<file path="src/rtl/exe_mem_pkg.sv">
// Shared types for the EXE->MEM pipeline register.
// Holds the default widths, the payload layout, the occupancy state enum and
// a helper that maps the state to an entry count.
package exe_mem_pkg;

    localparam int unsigned DEF_DATA_W     = 32;
    localparam int unsigned DEF_REG_ADDR_W = 4;
    // wb_en, mem_r_en, mem_w_en
    localparam int unsigned CTRL_W         = 3;

    // Control bits sit in the MSBs so a slot can clear them with one part-select.
    typedef struct packed {
        logic                      wb_en;
        logic                      mem_r_en;
        logic                      mem_w_en;
        logic [DEF_DATA_W-1:0]     alu_result;
        logic [DEF_DATA_W-1:0]     st_val;
        logic [DEF_REG_ADDR_W-1:0] dest;
    } exe_mem_payload_t;

    localparam int unsigned PAYLOAD_W = $bits(exe_mem_payload_t);

    typedef enum logic [1:0] {
        EMPTY = 2'd0,
        ONE   = 2'd1,
        TWO   = 2'd2
    } pipe_state_t;

    // Number of entries held in each state.
    function automatic logic [1:0] state_occupancy(input pipe_state_t s);
        logic [1:0] occ;
        case (s)
            ONE:     occ = 2'd1;
            TWO:     occ = 2'd2;
            default: occ = 2'd0;
        endcase
        return occ;
    endfunction

endpackage

</file>
<file path="src/rtl/exe_mem_pipe_reg_slot.sv">
// pipe_slot: one load-enabled payload register plus a valid bit.
// Ports: clk, rst_n (async active-low), flush (drops entry and clears the
// control bits in the MSBs), load (capture d, set valid), clear (drop valid,
// keep data), d/q payload, valid.
module pipe_slot
    import exe_mem_pkg::*;
#(
    parameter int unsigned W = PAYLOAD_W
) (
    input  logic         clk,
    input  logic         rst_n,
    input  logic         flush,
    input  logic         load,
    input  logic         clear,
    input  logic [W-1:0] d,
    output logic [W-1:0] q,
    output logic         valid
);

    // Flush beats load so a same-cycle input is discarded.
    always_ff @(posedge clk or negedge rst_n) begin
        if (!rst_n) begin
            q     <= '0;
            valid <= 1'b0;
        end else if (flush) begin
            valid               <= 1'b0;
            q[W-1 -: CTRL_W]    <= '0;
        end else if (load) begin
            q     <= d;
            valid <= 1'b1;
        end else if (clear) begin
            valid <= 1'b0;
        end
    end

endmodule

</file>
<file path="src/rtl/exe_mem_pipe_reg.sv">
// EXE->MEM pipeline register with valid/ready handshake, synchronous flush and
// an optional 2-entry skid buffer (SKID_EN=1, registered in_ready).
// Ports: clk, rst (async active-low), flush; EXE side in_valid/in_ready and the
// in_* payload; MEM side out_valid/out_ready and the out_* payload;
// occupancy (0..2); fwd_skid_* taps exposing the skid entry for forwarding.
module exe_mem_pipe_reg
    import exe_mem_pkg::*;
#(
    parameter int unsigned DATA_W     = DEF_DATA_W,
    parameter int unsigned REG_ADDR_W = DEF_REG_ADDR_W,
    parameter bit          SKID_EN    = 1'b1
) (
    input  logic                  clk,
    input  logic                  rst,
    input  logic                  flush,
    input  logic                  in_valid,
    output logic                  in_ready,
    input  logic                  in_wb_en,
    input  logic                  in_mem_r_en,
    input  logic                  in_mem_w_en,
    input  logic [DATA_W-1:0]     in_alu_result,
    input  logic [DATA_W-1:0]     in_st_val,
    input  logic [REG_ADDR_W-1:0] in_dest,
    output logic                  out_valid,
    input  logic                  out_ready,
    output logic                  out_wb_en,
    output logic                  out_mem_r_en,
    output logic                  out_mem_w_en,
    output logic [DATA_W-1:0]     out_alu_result,
    output logic [DATA_W-1:0]     out_st_val,
    output logic [REG_ADDR_W-1:0] out_dest,
    output logic [1:0]            occupancy,
    output logic                  fwd_skid_vld,
    output logic [REG_ADDR_W-1:0] fwd_skid_dest,
    output logic [DATA_W-1:0]     fwd_skid_data
);

    localparam int unsigned PW = CTRL_W + 2 * DATA_W + REG_ADDR_W;

    pipe_state_t   state, state_nxt;
    logic [PW-1:0] in_pl, main_d, main_q, skid_q;
    logic          main_valid, skid_valid;
    logic          in_fire, out_fire;
    logic          main_load, main_from_skid, main_clear, skid_load, skid_clear;

    assign in_pl    = {in_wb_en, in_mem_r_en, in_mem_w_en, in_alu_result, in_st_val, in_dest};
    assign in_fire  = in_valid & in_ready;
    assign out_fire = out_valid & out_ready;

    // State register
    always_ff @(posedge clk or negedge rst) begin
        if (!rst) begin
            state <= EMPTY;
        end else begin
            state <= state_nxt;
        end
    end

    // Next state and slot load/clear strobes
    always_comb begin
        state_nxt      = state;
        main_load      = 1'b0;
        main_from_skid = 1'b0;
        main_clear     = 1'b0;
        skid_load      = 1'b0;
        skid_clear     = 1'b0;
        if (flush) begin
            state_nxt = EMPTY;
        end else begin
            case (state)
                EMPTY: begin
                    if (in_fire) begin
                        state_nxt = ONE;
                        main_load = 1'b1;
                    end
                end
                ONE: begin
                    if (in_fire && !out_fire) begin
                        state_nxt = TWO;
                        skid_load = 1'b1;
                    end else if (in_fire && out_fire) begin
                        main_load = 1'b1;
                    end else if (out_fire) begin
                        state_nxt  = EMPTY;
                        main_clear = 1'b1;
                    end
                end
                TWO: begin
                    if (out_fire) begin
                        state_nxt      = ONE;
                        main_load      = 1'b1;
                        main_from_skid = 1'b1;
                        skid_clear     = 1'b1;
                    end
                end
                default: state_nxt = EMPTY;
            endcase
        end
    end

    assign main_d = main_from_skid ? skid_q : in_pl;

    pipe_slot #(.W(PW)) u_main (
        .clk   (clk),
        .rst_n (rst),
        .flush (flush),
        .load  (main_load),
        .clear (main_clear),
        .d     (main_d),
        .q     (main_q),
        .valid (main_valid)
    );

    generate
        if (SKID_EN) begin : g_skid
            logic in_ready_q;

            pipe_slot #(.W(PW)) u_skid (
                .clk   (clk),
                .rst_n (rst),
                .flush (flush),
                .load  (skid_load),
                .clear (skid_clear),
                .d     (in_pl),
                .q     (skid_q),
                .valid (skid_valid)
            );

            // Registered ready: low only while both slots are full.
            always_ff @(posedge clk or negedge rst) begin
                if (!rst) begin
                    in_ready_q <= 1'b1;
                end else begin
                    in_ready_q <= (state_nxt != TWO);
                end
            end
            assign in_ready = in_ready_q;
        end else begin : g_no_skid
            assign skid_q     = '0;
            assign skid_valid = 1'b0;
            assign in_ready   = !main_valid | out_ready;
        end
    endgenerate

    // Control bits are gated so an empty register never issues a MEM op.
    assign out_valid      = main_valid;
    assign {out_wb_en, out_mem_r_en, out_mem_w_en} =
        main_q[PW-1 -: CTRL_W] & {CTRL_W{main_valid}};
    assign out_alu_result = main_q[PW-CTRL_W-1 -: DATA_W];
    assign out_st_val     = main_q[REG_ADDR_W +: DATA_W];
    assign out_dest       = main_q[REG_ADDR_W-1:0];
    assign occupancy      = state_occupancy(state);

    // Loads are excluded: their data is not available until MEM.
    assign fwd_skid_vld  = skid_valid & skid_q[PW-1] & !skid_q[PW-2];
    assign fwd_skid_dest = skid_q[REG_ADDR_W-1:0];
    assign fwd_skid_data = skid_q[PW-CTRL_W-1 -: DATA_W];

endmodule

</file>
<file path="config.mk">
export PLATFORM = sky130hd
export DESIGN_NAME = exe_mem_pipe_reg
export DESIGN_NICKNAME = d
export VERILOG_FILES = /design/src/rtl/exe_mem_pkg.sv /design/src/rtl/exe_mem_pipe_reg_slot.sv /design/src/rtl/exe_mem_pipe_reg.sv
export SDC_FILE = /design/constraint.sdc
export NUM_CORES = 1
export LEC_CHECK = 0
export ABC_CLOCK_PERIOD_IN_PS = 2200
export BUFFER_PORTS_ARGS = -buffer_cell sky130_fd_sc_hd__buf_2
export CAP_MARGIN = 20
export CORE_UTILIZATION = 31
export DETAILED_ROUTE_END_ITERATION = 6
export REMOVE_ABC_BUFFERS = 1
export SETUP_SLACK_MARGIN = 0.1
export SLEW_MARGIN = 20
export SYNTH_ARGS = -nofsm -noshare
export SYNTH_HDL_FRONTEND = slang
export SYNTH_SLANG_ARGS = --single-unit
</file>
<file path="constraint.sdc">
create_clock -name clk -period 2.2 [get_ports clk]
set_input_delay 0.33 -clock clk [delete_from_list [all_inputs] [get_ports clk]]
set_output_delay 0.33 -clock clk [all_outputs]
set_load 0.1 [all_outputs]
</file>
* Word level (Yosys, flattened, before mapping) *
Index checks and enable logic that the tools add are counted.

cells by class
  $add $sub $neg = 0
  $mul = 0
  divide/modulo/power cells = 0
  magnitude comparators = 0
  eq/ne operators = 3
  shifts and indexed selects = 0
  mux-type cells = 34
  bitwise gates (word level) = 6
  reductions and logical operators = 11

operators with widths
  operator                                       number
  2-to-1 mux 71 bit                              3
  2-to-1 mux 1 bit                               20
  2-to-1 mux 2 bit                               6
  2-to-1 mux 3 bit                               2
  one-hot mux 2 bit (3 select lines)             1
  nonzero test 3 bit                             2
  bitwise AND 1 bit                              4
  one-hot mux 2 bit (2 select lines)             1
  AND reduction 2 bit                            2
  nonzero test 2 bit                             2
  bitwise AND 3 bit                              1
  one-hot mux 1 bit (3 select lines)             1
  == test 2 x 1 -> 1 bit, second input constant  1
  == test 2 bit, second input constant           1
  logical AND 1 bit                              2
  zero test 1 bit                                2
  zero test 2 bit                                1
  inequality test 2 bit, second input constant   1
  NOT 1 bit                                      1

word-level totals
  flip-flop bits (word level) = 147
  bits in latches = 0
  bits in writable memories = 0
  bits in read-only memories = 0
  input bits = 76
  memories = 0

* Longest topological paths before layout *
Gate-level depths: netlist of the first run.

  depth in word-level cells = 9
  depth in mapped cells = 6

* Hierarchy *
From an unflattened synthesis of the first run, not the netlist that was laid out.

unflattened totals
  cell total of the unflattened synthesis = 426
  area, all modules = 7038.0 µm²

by module, submodules not included
  module            instances  cells each  area each (µm²)  seq. area each (µm²)
  pipe_slot         2          159         2796.4           1801.7
  exe_mem_pipe_reg  1          108         1445.1           76.3

* Worst setup path after synthesis of the first run *
OpenSTA, ideal clock, no wires.

  kind = reg-to-output
  start = reg u_main.valid
  end = out out_mem_r_en
  arrival time = 1.971 ns
  setup slack = -0.101 ns
  stages on the path, launching flop included = 3
  buffers on the path = 1
  path through = dfrtp_1 > buf_2 > and2_1

on the way
  cells in the longest elaborated chain, start to end = 1

ends and longest elaborated chain
  element                 line                         RTL
  from (decl)             exe_mem_pipe_reg_slot.sv:17  output logic valid
  from (signal assigned)  exe_mem_pipe_reg_slot.sv:24  valid <= 1'b0;
  from (signal assigned)  exe_mem_pipe_reg_slot.sv:26  valid <= 1'b0;
  from (signal assigned)  exe_mem_pipe_reg_slot.sv:30  valid <= 1'b1;
  bitwise AND 3 bit       exe_mem_pipe_reg.sv:148      main_q[PW-1 -: CTRL_W] & {CTRL_W{main_valid}};
  to (decl)               exe_mem_pipe_reg.sv:27       output logic out_mem_r_en,

Every way passes these cells.

* Worst setup path after layout of the first run *
  start = reg state[1]
  end = out occupancy[1]

on the way
  cells in the longest elaborated chain, start to end = 2

ends and longest elaborated chain
  element                                                         line                    RTL
  from (decl)                                                     exe_mem_pipe_reg.sv:40  pipe_state_t state, state_nxt;
  from (signal assigned)                                          exe_mem_pipe_reg.sv:55  state <= state_nxt;
  == test 2 bit / == test 2 x 1 -> 1 bit (equally long branches)  exe_mem_pkg.sv:32       case (s)
  one-hot mux 2 bit (2 select lines) *                            exe_mem_pkg.sv:32
  to (decl)                                                       exe_mem_pipe_reg.sv:32  output logic [1:0] occupancy,

Every way passes the cells marked *; elsewhere a longest branch is shown, timed or not.

==> results.toml, run 1 <==
[flow_run]
drv_cap = 0

[routing]
drt-total-wl_um = 16900
wl_per_cell_um = 18.4
drtAntennaViolNets = 0
post_drt_via_cell_ratio = 5.20
dr.pass1.iters = 4
drc = 0
drtIter0Drc = 239
vias = 4788

[worst_setup_path]
cp-start-kind = "flip-flop"
critPathBufInv = 2
crit_fanout = 8
critPathTopFamily = "buffers and inverters"
critPathKind = "reg -> out"
end_kind = "primary output"
arrival_ns = 1.54
crit_chain = "buf_4, nor2b_1, buf_2"
critical_path.max_stage_delay_ns = 0.45
slowest_stage = "buf_2"
worstPathRequired_ns = 1.87

[finish]
multi_input_area_sq_um = 2380
regArea_sq_um = 3680
final_common_cell = "buf_2"
drive_above_1_share = 0.449
nets = 703
final_cell_mix = "buf_2 (186), dfrtp_1 (146), o32a_1 (68), o22a_1 (68), mux2_2 (48)"
area_growth_pct = 15.5
fillers = 2172

[cts]
cts_setup_buffers = 0
cts_buffers = 17
cts.sinks = 147
clk_latency_ns = 0.41
ctsResizeCount = 0
cts_root_buf = "clkbuf_16"
cts_tree = "done"
clockBufferDepth = 2
htree_levels = 4
clk_transition_reported_paths_ns = 0.06

[global_routing]
grt.total_usage = 0.150
grt_antenna_before_repair = 1
grt_max_degree = 49
grt_pass1_wl_um = 27500
grt_pass1_vias = 4807
overflow = 0

[yosys]
synth_cell_types = 32
ys_seq_elements = 147
synth_warnings = 0
seq_area_frac_synth = 0.521
synthFlopType = "dfrtp_1"
async_flop_share = 1.00
synth_cells = 556
synth_edf_count = 0
syn_avg_cell_area_sq_um = 12.7
syn_area_sq_um = 7070

[floorplan]
die_w_um = 153
ios = 188
rows = 54
start_util = 0.320
dieArea_sq_um = 23400
die_h_um = 153
coreArea_sq_um = 22100

[hold_path]
min_path_type = "in -> reg"

[place]
port_buffers = 187
dp_slack_ns = 0.333
dp_hpwl_um = 10500
gp_congestion = 0.738

[run_status]
outcome = "finished, final reports clean"

[sta]
fin_skew_ns = 0.00679
grt_setup_unrepaired = "false"
maxSlewHeadroom = 0.590
fin_crit_ns = 1.87
period_share = 0.851
worstMarginPinSlew_ns = 0.615
slew_violations = 0
worst_slack_ns = 0.328
hold_viol = 0
setup_viol = 0
fmax_mhz = 534
==> final cells by class <==
type                       count  area share
sequential                   147       0.451
tap                          280      0.0429
clock buffer                  24      0.0627
clock inverter                 7     0.00874
timing repair buffer         205       0.143
antenna                        1    0.000307
multi-input combinational    256       0.292
==> metal layers <==
metal,wire length (um),global-route usage
met3,868,0.0428
met4,138,0.0346
met2,7890,0.231
met1,8020,0.207
met5,0,0
==> timing repair <==
item / in CTS / in global routing
hold buffers: 1 / 0
endpoints found under the setup margin: 0 / 0
hold endpoints to repair: 42 / 0
==> Yosys cell counts (2+ instances only) <==
cell / n / share of area
nor2b_1: 2 / 0.0018
buf_6: 3 / 0.0048
nand2_1: 5 / 0.0027
o21ai_0: 8 / 0.0057
o32a_1: 68 / 0.096
a311oi_1: 3 / 0.0037
mux2_2: 48 / 0.077
clkbuf_1: 26 / 0.014
dfrtp_1: 146 / 0.52
buf_1: 4 / 0.0021
and2_1: 4 / 0.0035
o22a_1: 68 / 0.084
nand3_1: 7 / 0.0050
buf_2: 11 / 0.0078
a21oi_1: 5 / 0.0035
buf_4: 109 / 0.12
mux2_1: 20 / 0.032
nor2_1: 5 / 0.0027
==> sequential cells by signal (all words and copies together) (netlist names) <==
| register | flops |
|---|---|
| g_skid.u_skid.q | 71 |
| g_skid.u_skid.valid | 1 |
| in_ready | 1 |
| state | 2 |
| u_main.q | 71 |
| u_main.valid | 1 |
==> final timing paths <==
check | to | start | cells past startpoint | slack, ns
worst min-delay path | g_skid.u_skid.q[3]$_DFFE_PN0P_ | in_dest[3] | 2 | 0.15
worst max-delay path | occupancy[1] | state[1]$_DFF_PN0_ | 3 | 0.33
worst min register to register | g_skid.u_skid.q[15]$_DFFE_PN0P_ | g_skid.u_skid.q[15]$_DFFE_PN0P_ | 1 | 0.49
worst max register to register | g_skid.u_skid.q[57]$_DFFE_PN0P_ | u_main.valid$_DFFE_PN0P_ | 4 | 0.34
max in group asynchronous | in_ready$_DFF_PN1_ | rst | 3 | 1.12
min in group asynchronous | u_main.q[8]$_DFFE_PN0P_ | rst | 2 | 0.43
==> through the flow <==
step	cells	cell area, sq um	hold WS (ns)	TNS, ns	utilization
after floorplan	403	6050	0.0344	-408.45	-
after global placement	887	7570	0.308	0	0.343
after detailed placement	887	7570	0.306	0	0.343
after CTS	919	8160	0.121	0	0.369
after global routing	919	8160	0.127	0	0.369
final	920	8160	0.146	0	0.370
==> worst reg2reg max path, stage by stage, from the launching register on <==
cell and delay (ns):
dfrtp_1 0.49, a21bo_2 0.31, nor3_4 0.29, buf_12 0.27, mux2_2 0.38
==> logic make-up after synthesis <==
family,synth area share
AOI/OAI and AO/OA,0.200
buffers and inverters,0.144
DFF,0.521
muxes,0.108
and+or+nand+nor,0.0260
Power of run 1 is not shown: default switching activity piles up to over one toggle a cycle in this logic, so the estimate is an artifact.
==> inputs of run 2 (changes only) <==
--- a/config.mk
+++ b/config.mk
@@ -8,8 +8,10 @@
 export ABC_CLOCK_PERIOD_IN_PS = 2200
 export BUFFER_PORTS_ARGS = -buffer_cell sky130_fd_sc_hd__buf_2
 export CAP_MARGIN = 20
-export CORE_UTILIZATION = 31
+export CORE_UTILIZATION = 46
 export DETAILED_ROUTE_END_ITERATION = 6
+export GPL_ROUTABILITY_DRIVEN = 0
+export PLACE_DENSITY = 0.71
 export REMOVE_ABC_BUFFERS = 1
 export SETUP_SLACK_MARGIN = 0.1
 export SLEW_MARGIN = 20
==> constraint.sdc (replaced) <==
create_clock -name clk -period 2.2 [get_ports clk]
set_input_delay 0.44 -clock clk [delete_from_list [all_inputs] [get_ports clk]]
set_output_delay 0.44 -clock clk [all_outputs]
set_load 0.1 [all_outputs]
==> run 2 against run 1 <==
Against the previous run:
- non-clock buffer count fell by 3
- die area is 32% lower
- final area fell by 0.35%
- final cell count fell by 11%
- global-route usage is 6.0 points higher
- count of clock-buffer cells in the layout down 5
- routed wire length decreased by 4.1%
- utilization increased by 18 points
- fmax is 6.6% lower
- via count grew 1.2%
- critical path type unchanged
- critical endpoint unchanged
==> results.toml, run 2 (same netlist as run 1, synthesis figures left out) <==
[run_status]
outcome = "finished, final reports clean"

[finish]
n_antenna_cell = 0
nets = 700
regArea_sq_um = 3680
drive_above_1_share = 0.447
fillers = 1244
largest_registers = "g_skid.u_skid.q x71, u_main.q x71, state x2"
area_growth_pct = 15.1
final_cell_mix = "buf_2 (186), dfrtp_1 (146), o32a_1 (68), o22a_1 (68), mux2_2 (48)"
final_common_cell = "buf_2"
multi_input_area_sq_um = 2380
stdcell_count = 821

[routing]
dr.pass1.iters = 4
vias = 4844
drtIter0Drc = 416
drc = 0
drtAntennaViolNets = 0
drt-total-wl_um = 16200
wl_per_cell_um = 19.8
post_drt_via_cell_ratio = 5.90

[global_routing]
overflow = 0
grt.total_usage = 0.210
grt_max_degree = 75
grt_pass1_wl_um = 26200
grt_antenna_before_repair = 0
grt_pass1_vias = 5087

[place]
dp_hpwl_um = 10100
port_buffers = 187
dpl.cell_count = 788

[floorplan]
die_h_um = 126
dieArea_sq_um = 15900
rows = 44
start_util = 0.479
ios = 188
coreArea_sq_um = 14800
die_w_um = 126

[cts]
cts_buffers = 17
clk_latency_ns = 0.42
clk_transition_reported_paths_ns = 0.06
cts.sinks = 147
cts_root_buf = "clkbuf_16"
clockBufferDepth = 2
htree_levels = 4
ctsResizeCount = 0
cts_tree = "done"

[worst_setup_path]
critPathKind = "reg -> out"
crit_fanout = 9
arrival_ns = 1.56
reg2reg_slack_ns = 0.31
worstPathRequired_ns = 1.76
cp-start-kind = "flip-flop"
end_kind = "primary output"
timing.rr.start = "u_main.valid$_DFFE_PN0P_"
critPathBufInv = 1
reg2regPathDepth = 4
timing.rr.end = "u_main.q[62]$_DFFE_PN0P_"
crit_chain = "nor2b_1, buf_2"
slowest_stage = "dfrtp_1"
critical_path.max_stage_delay_ns = 0.48
critPathTopFamily = "flip-flops"

[sta]
maxSlewHeadroom = 0.572
grt_setup_unrepaired = "false"
fin_tns_setup_ns = 0
fin_crit_ns = 2.00
setup_viol = 0
hold_viol = 0
fin_skew_ns = 0.00565
slew_violations = 0
fmax_mhz = 499
worstMarginPinSlew_ns = 0.643
period_share = 0.911

[hold_path]
min_from = "in_st_val[15]"
hold-path-endpoint = "g_skid.u_skid.q[19]$_DFFE_PN0P_"
min_path_type = "in -> reg"
holdPathStages = 2

[flow_run]
drv_cap = 0
## run 2: through the flow
step	hold slack, ns	utilization	setup slack, ns	area [sq um]
CTS	0.231	0.551	0.171	8140
global placement	0.401	0.505	0.299	7450
detailed placement	0.407	0.505	0.269	7450
finish	0.258	0.551	0.195	8140
global route	0.243	0.551	0.124	8140
floorplan	0.144	-	-3.19	6050
## run 2: worst max-delay path by stage
| stage | start | end | cells past startpoint |
|---|---|---|---|
| 3_3_place_gp | out_ready | g_skid.u_skid.q[38]$_DFFE_PN0P_ | 5 |
| 6_report | state[1]$_DFF_PN0_ | occupancy[1] | 2 |
| 2_1_floorplan | u_main.valid$_DFFE_PN0P_ | u_main.q[66]$_DFFE_PN0P_ | 3 |
| 3_5_place_dp | out_ready | g_skid.u_skid.q[47]$_DFFE_PN0P_ | 5 |
| 4_1_cts | u_main.valid$_DFFE_PN0P_ | out_mem_r_en | 2 |
| 5_1_grt | state[1]$_DFF_PN0_ | occupancy[1] | 2 |
## run 2: repair_timing
action                                  CTS  global route
hold buffers                              1             0
buffers inserted                          0             0
hold endpoints to repair                 43             0
endpoints found under the setup margin    0             0
## run 2: cell type report
| type | count | area share |
|---|---|---|
| flip-flops and latches | 147 | 0.452 |
| clock inverters | 13 | 0.0285 |
| clock buffers | 19 | 0.0544 |
| repair buffers | 202 | 0.144 |
| multi-input cells | 256 | 0.293 |
| well taps | 184 | 0.0283 |
## run 2: routing by layer
layer,wire length (um),part of all wire,track usage,vias up
met4,334,0.021,0.0758,0
li1,-,-,-,2146
met3,925,0.057,0.0629,23
met2,7800,0.48,0.337,181
met5,0,0,0,-
met1,7160,0.44,0.270,2494
Power of run 2 is left out for the same reason.
==> inputs of run 3 (changes only) <==
--- a/config.mk
+++ b/config.mk
@@ -8,6 +8,7 @@
 export ABC_CLOCK_PERIOD_IN_PS = 2200
 export BUFFER_PORTS_ARGS = -buffer_cell sky130_fd_sc_hd__buf_2
 export CAP_MARGIN = 20
+export CORE_MARGIN = 1.5
 export CORE_UTILIZATION = 46
 export DETAILED_ROUTE_END_ITERATION = 6
 export GPL_ROUTABILITY_DRIVEN = 0
@@ -17,4 +18,5 @@
 export SLEW_MARGIN = 20
 export SYNTH_ARGS = -nofsm -noshare
 export SYNTH_HDL_FRONTEND = slang
+export SYNTH_HIERARCHICAL = 1
 export SYNTH_SLANG_ARGS = --single-unit
==> constraint.sdc (replaced) <==
create_clock -name clk -period 2.2 [get_ports clk]
set_input_delay 0.11 -clock clk [delete_from_list [all_inputs] [get_ports clk]]
set_output_delay 0.11 -clock clk [all_outputs]
set_load 0.1 [all_outputs]
==> run 3 against run 2 <==
Against the previous run:
- count of clock-buffer cells in the layout rose by 3
- largest cell class unchanged
- die area rose by 1.2%
- via count fell by 5.1%
- highest routed layer unchanged
- critical path type is now reg -> reg
==> results.toml, run 3 <==
[run_status]
outcome = "finished, final reports clean"

[routing]
top_layer = "met4"
post_drt_via_cell_ratio = 5.06
dr.pass1.iters = 4
met3_length_um = 837
drtIter0Drc = 192
wl_per_cell_um = 18.6
drtAntennaViolNets = 0
vias = 4598
drc = 0
met1_length_um = 7310
drt-total-wl_um = 16800
route.met2.wl_um = 8320

[yosys]
synth_top_cell_by_area = "dfrtp_1"
yosysTopAreaCellShare = 0.519
synth_cells = 426
seq_area_frac_synth = 0.523
synthXorXnorAreaFrac = 0
syn_avg_cell_area_sq_um = 16.5
yosysMostFrequentCell = "dfrtp_1"
ys_seq_elements = 147
async_flop_share = 1.00
synthTopCellsByCount = "dfrtp_1 (146), mux2_4 (109), mux2_2 (98)"
synth_top_family_by_area = "multiplexers"
synth_cell_types = 25
syn_area_sq_um = 7040
synthFlopType = "dfrtp_1"
synth_edf_count = 0
synthSimpleGateAreaFrac = 0.0252
synth.area.top_cells = "dfrtp_1 (52%), mux2_4 (23%), mux2_2 (16%), buf_12 (2.0%), buf_6 (1.1%)"
synth_warnings = 6
synth_compound_area_frac = 0.00711
synthMuxAreaShare = 0.398
synthAdderAreaFrac = 0

[hold_path]
holdPathStages = 2
hold-path-endpoint = "g_skid.u_skid/q[68]$_DFFE_PN0P_"
min_path_type = "in -> reg"
min_from = "flush"

[finish]
largest_registers = "g_skid.u_skid/q x71, u_main/q x71, state x2"
fillers = 1090
multi_input_area_sq_um = 3060
nets = 784
final_util = 0.647
regArea_sq_um = 3680
n_antenna_cell = 0
area_growth_pct = 38.8
final_cell_mix = "buf_2 (186), dfrtp_1 (144), mux2_4 (110)"
final_common_cell = "buf_2"
drive_above_1_share = 0.643

[global_routing]
grt_pass1_vias = 4939
grt_max_degree = 66
overflow = 0
grt.total_usage = 0.200
grt_antenna_before_repair = 0
grt_pass1_wl_um = 25100

[sta]
worstMarginPinSlew_ns = 0.622
fin_crit_ns = 2.10
fmax_mhz = 476
fin_tns_setup_ns = 0
fin_skew_ns = 0.00788
period_share = 0.954
setup_viol = 0
hold_viol = 0
slew_violations = 0
worst_slack_ns = 0.100
maxSlewHeadroom = 0.585
whs_ns = 0.114
grt_setup_unrepaired = "true"

[place]
dp_slack_ns = 0.0589
dp_hpwl_um = 9330
port_buffers = 187

[cts]
htree_levels = 4
cts_buffers = 17
cts_root_buf = "clkbuf_16"
cts_tree = "done"
clk_latency_ns = 0.42
clk_transition_reported_paths_ns = 0.06
clockBufferDepth = 2
cts.sinks = 147

[flow_run]
drv_cap = 0

[floorplan]
dieArea_sq_um = 16100
start_util = 0.466
die_w_um = 127
die_h_um = 127
ios = 188
rows = 45
coreArea_sq_um = 15100

[worst_setup_path]
reg2regPathDepth = 6
critPathKind = "reg -> reg"
cp-start-kind = "flip-flop"
reg2reg_slack_ns = 0.10
timing.rr.start = "state[0]$_DFF_PN0_"
arrival_ns = 2.41
crit_fanout = 19
end_kind = "flip-flop"
timing.rr.end = "u_main/q[5]$_DFFE_PN0P_"
worstPathRequired_ns = 2.51
-- run 3: cell count changes after synthesis, sizes merged, moves of 4 or more --
cell / before / now
mux2: 68 / 207
buf: 127 / 26
o22a: 68 / 0
o32a: 68 / 0
clkbuf: 26 / 0
nand3: 7 / 0
mux2i: 0 / 6
o21ai: 8 / 2
nor2: 5 / 9
-- run 3: worst max-delay path, stage by stage (launching register included) --
cell and delay (ns):
dfrtp_2 0.46, nor2b_4 0.20, nor3b_4 0.28, buf_12 0.17
buf_6 0.28, mux2_4 0.33, mux2_2 0.26
-- run 3: layout make-up --
type | count | share of cell area
clock inverter | 9 | 0.0132
multi-input combinational | 250 | 0.314
inverter | 3 | 0.00115
timing repair buffer | 289 | 0.222
clock buffer | 22 | 0.0485
sequential | 147 | 0.377
tap | 188 | 0.0241
-- run 3: per-stage QoR --
step / instances / instance area (sq um)
after floorplan: 400 / 6720
after global placement: 788 / 8090
after detailed placement: 788 / 8090
after CTS: 897 / 9520
after global routing: 908 / 9770
final: 908 / 9770
-- run 3: how the worst max path moves through the flow --
stage / end / from / slack, ns
after global placement: u_main/q[66]$_DFFE_PN0P_ / in_ready$_DFF_PN1_ / 0.14
after floorplan: u_main/q[70]$_DFFE_PN0P_ / u_main/valid$_DFFE_PN0P_ / -4.32
after CTS: g_skid.u_skid/q[16]$_DFFE_PN0P_ / state[0]$_DFF_PN0_ / 0.1
after detailed placement: g_skid.u_skid/q[63]$_DFFE_PN0P_ / u_main/valid$_DFFE_PN0P_ / 0.06
final: u_main/q[5]$_DFFE_PN0P_ / state[0]$_DFF_PN0_ / 0.10
after global routing: u_main/q[14]$_DFFE_PN0P_ / in_ready$_DFF_PN1_ / 0.06
-- run 3: kinds of logic (layout without fill, tap and decap cells) --
kind of cell	after synthesis	in the layout
compound gates	8	8
buf+inv	29	323
flops	147	147
mux	213	213
simple gates	29	29
-- run 3: what timing repair did --
item	in CTS	in global routing
gates resized for setup	4	9
cloned	2	6
hold buffers	71	1
endpoints found under the setup margin	105	122
pin swaps	0	3
endpoints found under the hold margin	132	1
buffers inserted	5	4
-- run 3: routing by layer --
layer | vias to the layer above | global-route usage
li1 | 2080 | -
met1 | 2339 | 0.239
met2 | 148 | 0.340
met3 | 31 | 0.0582
met4 | 0 | 0.0842
met5 | - | 0
Power of run 3 is left out for the same reason.
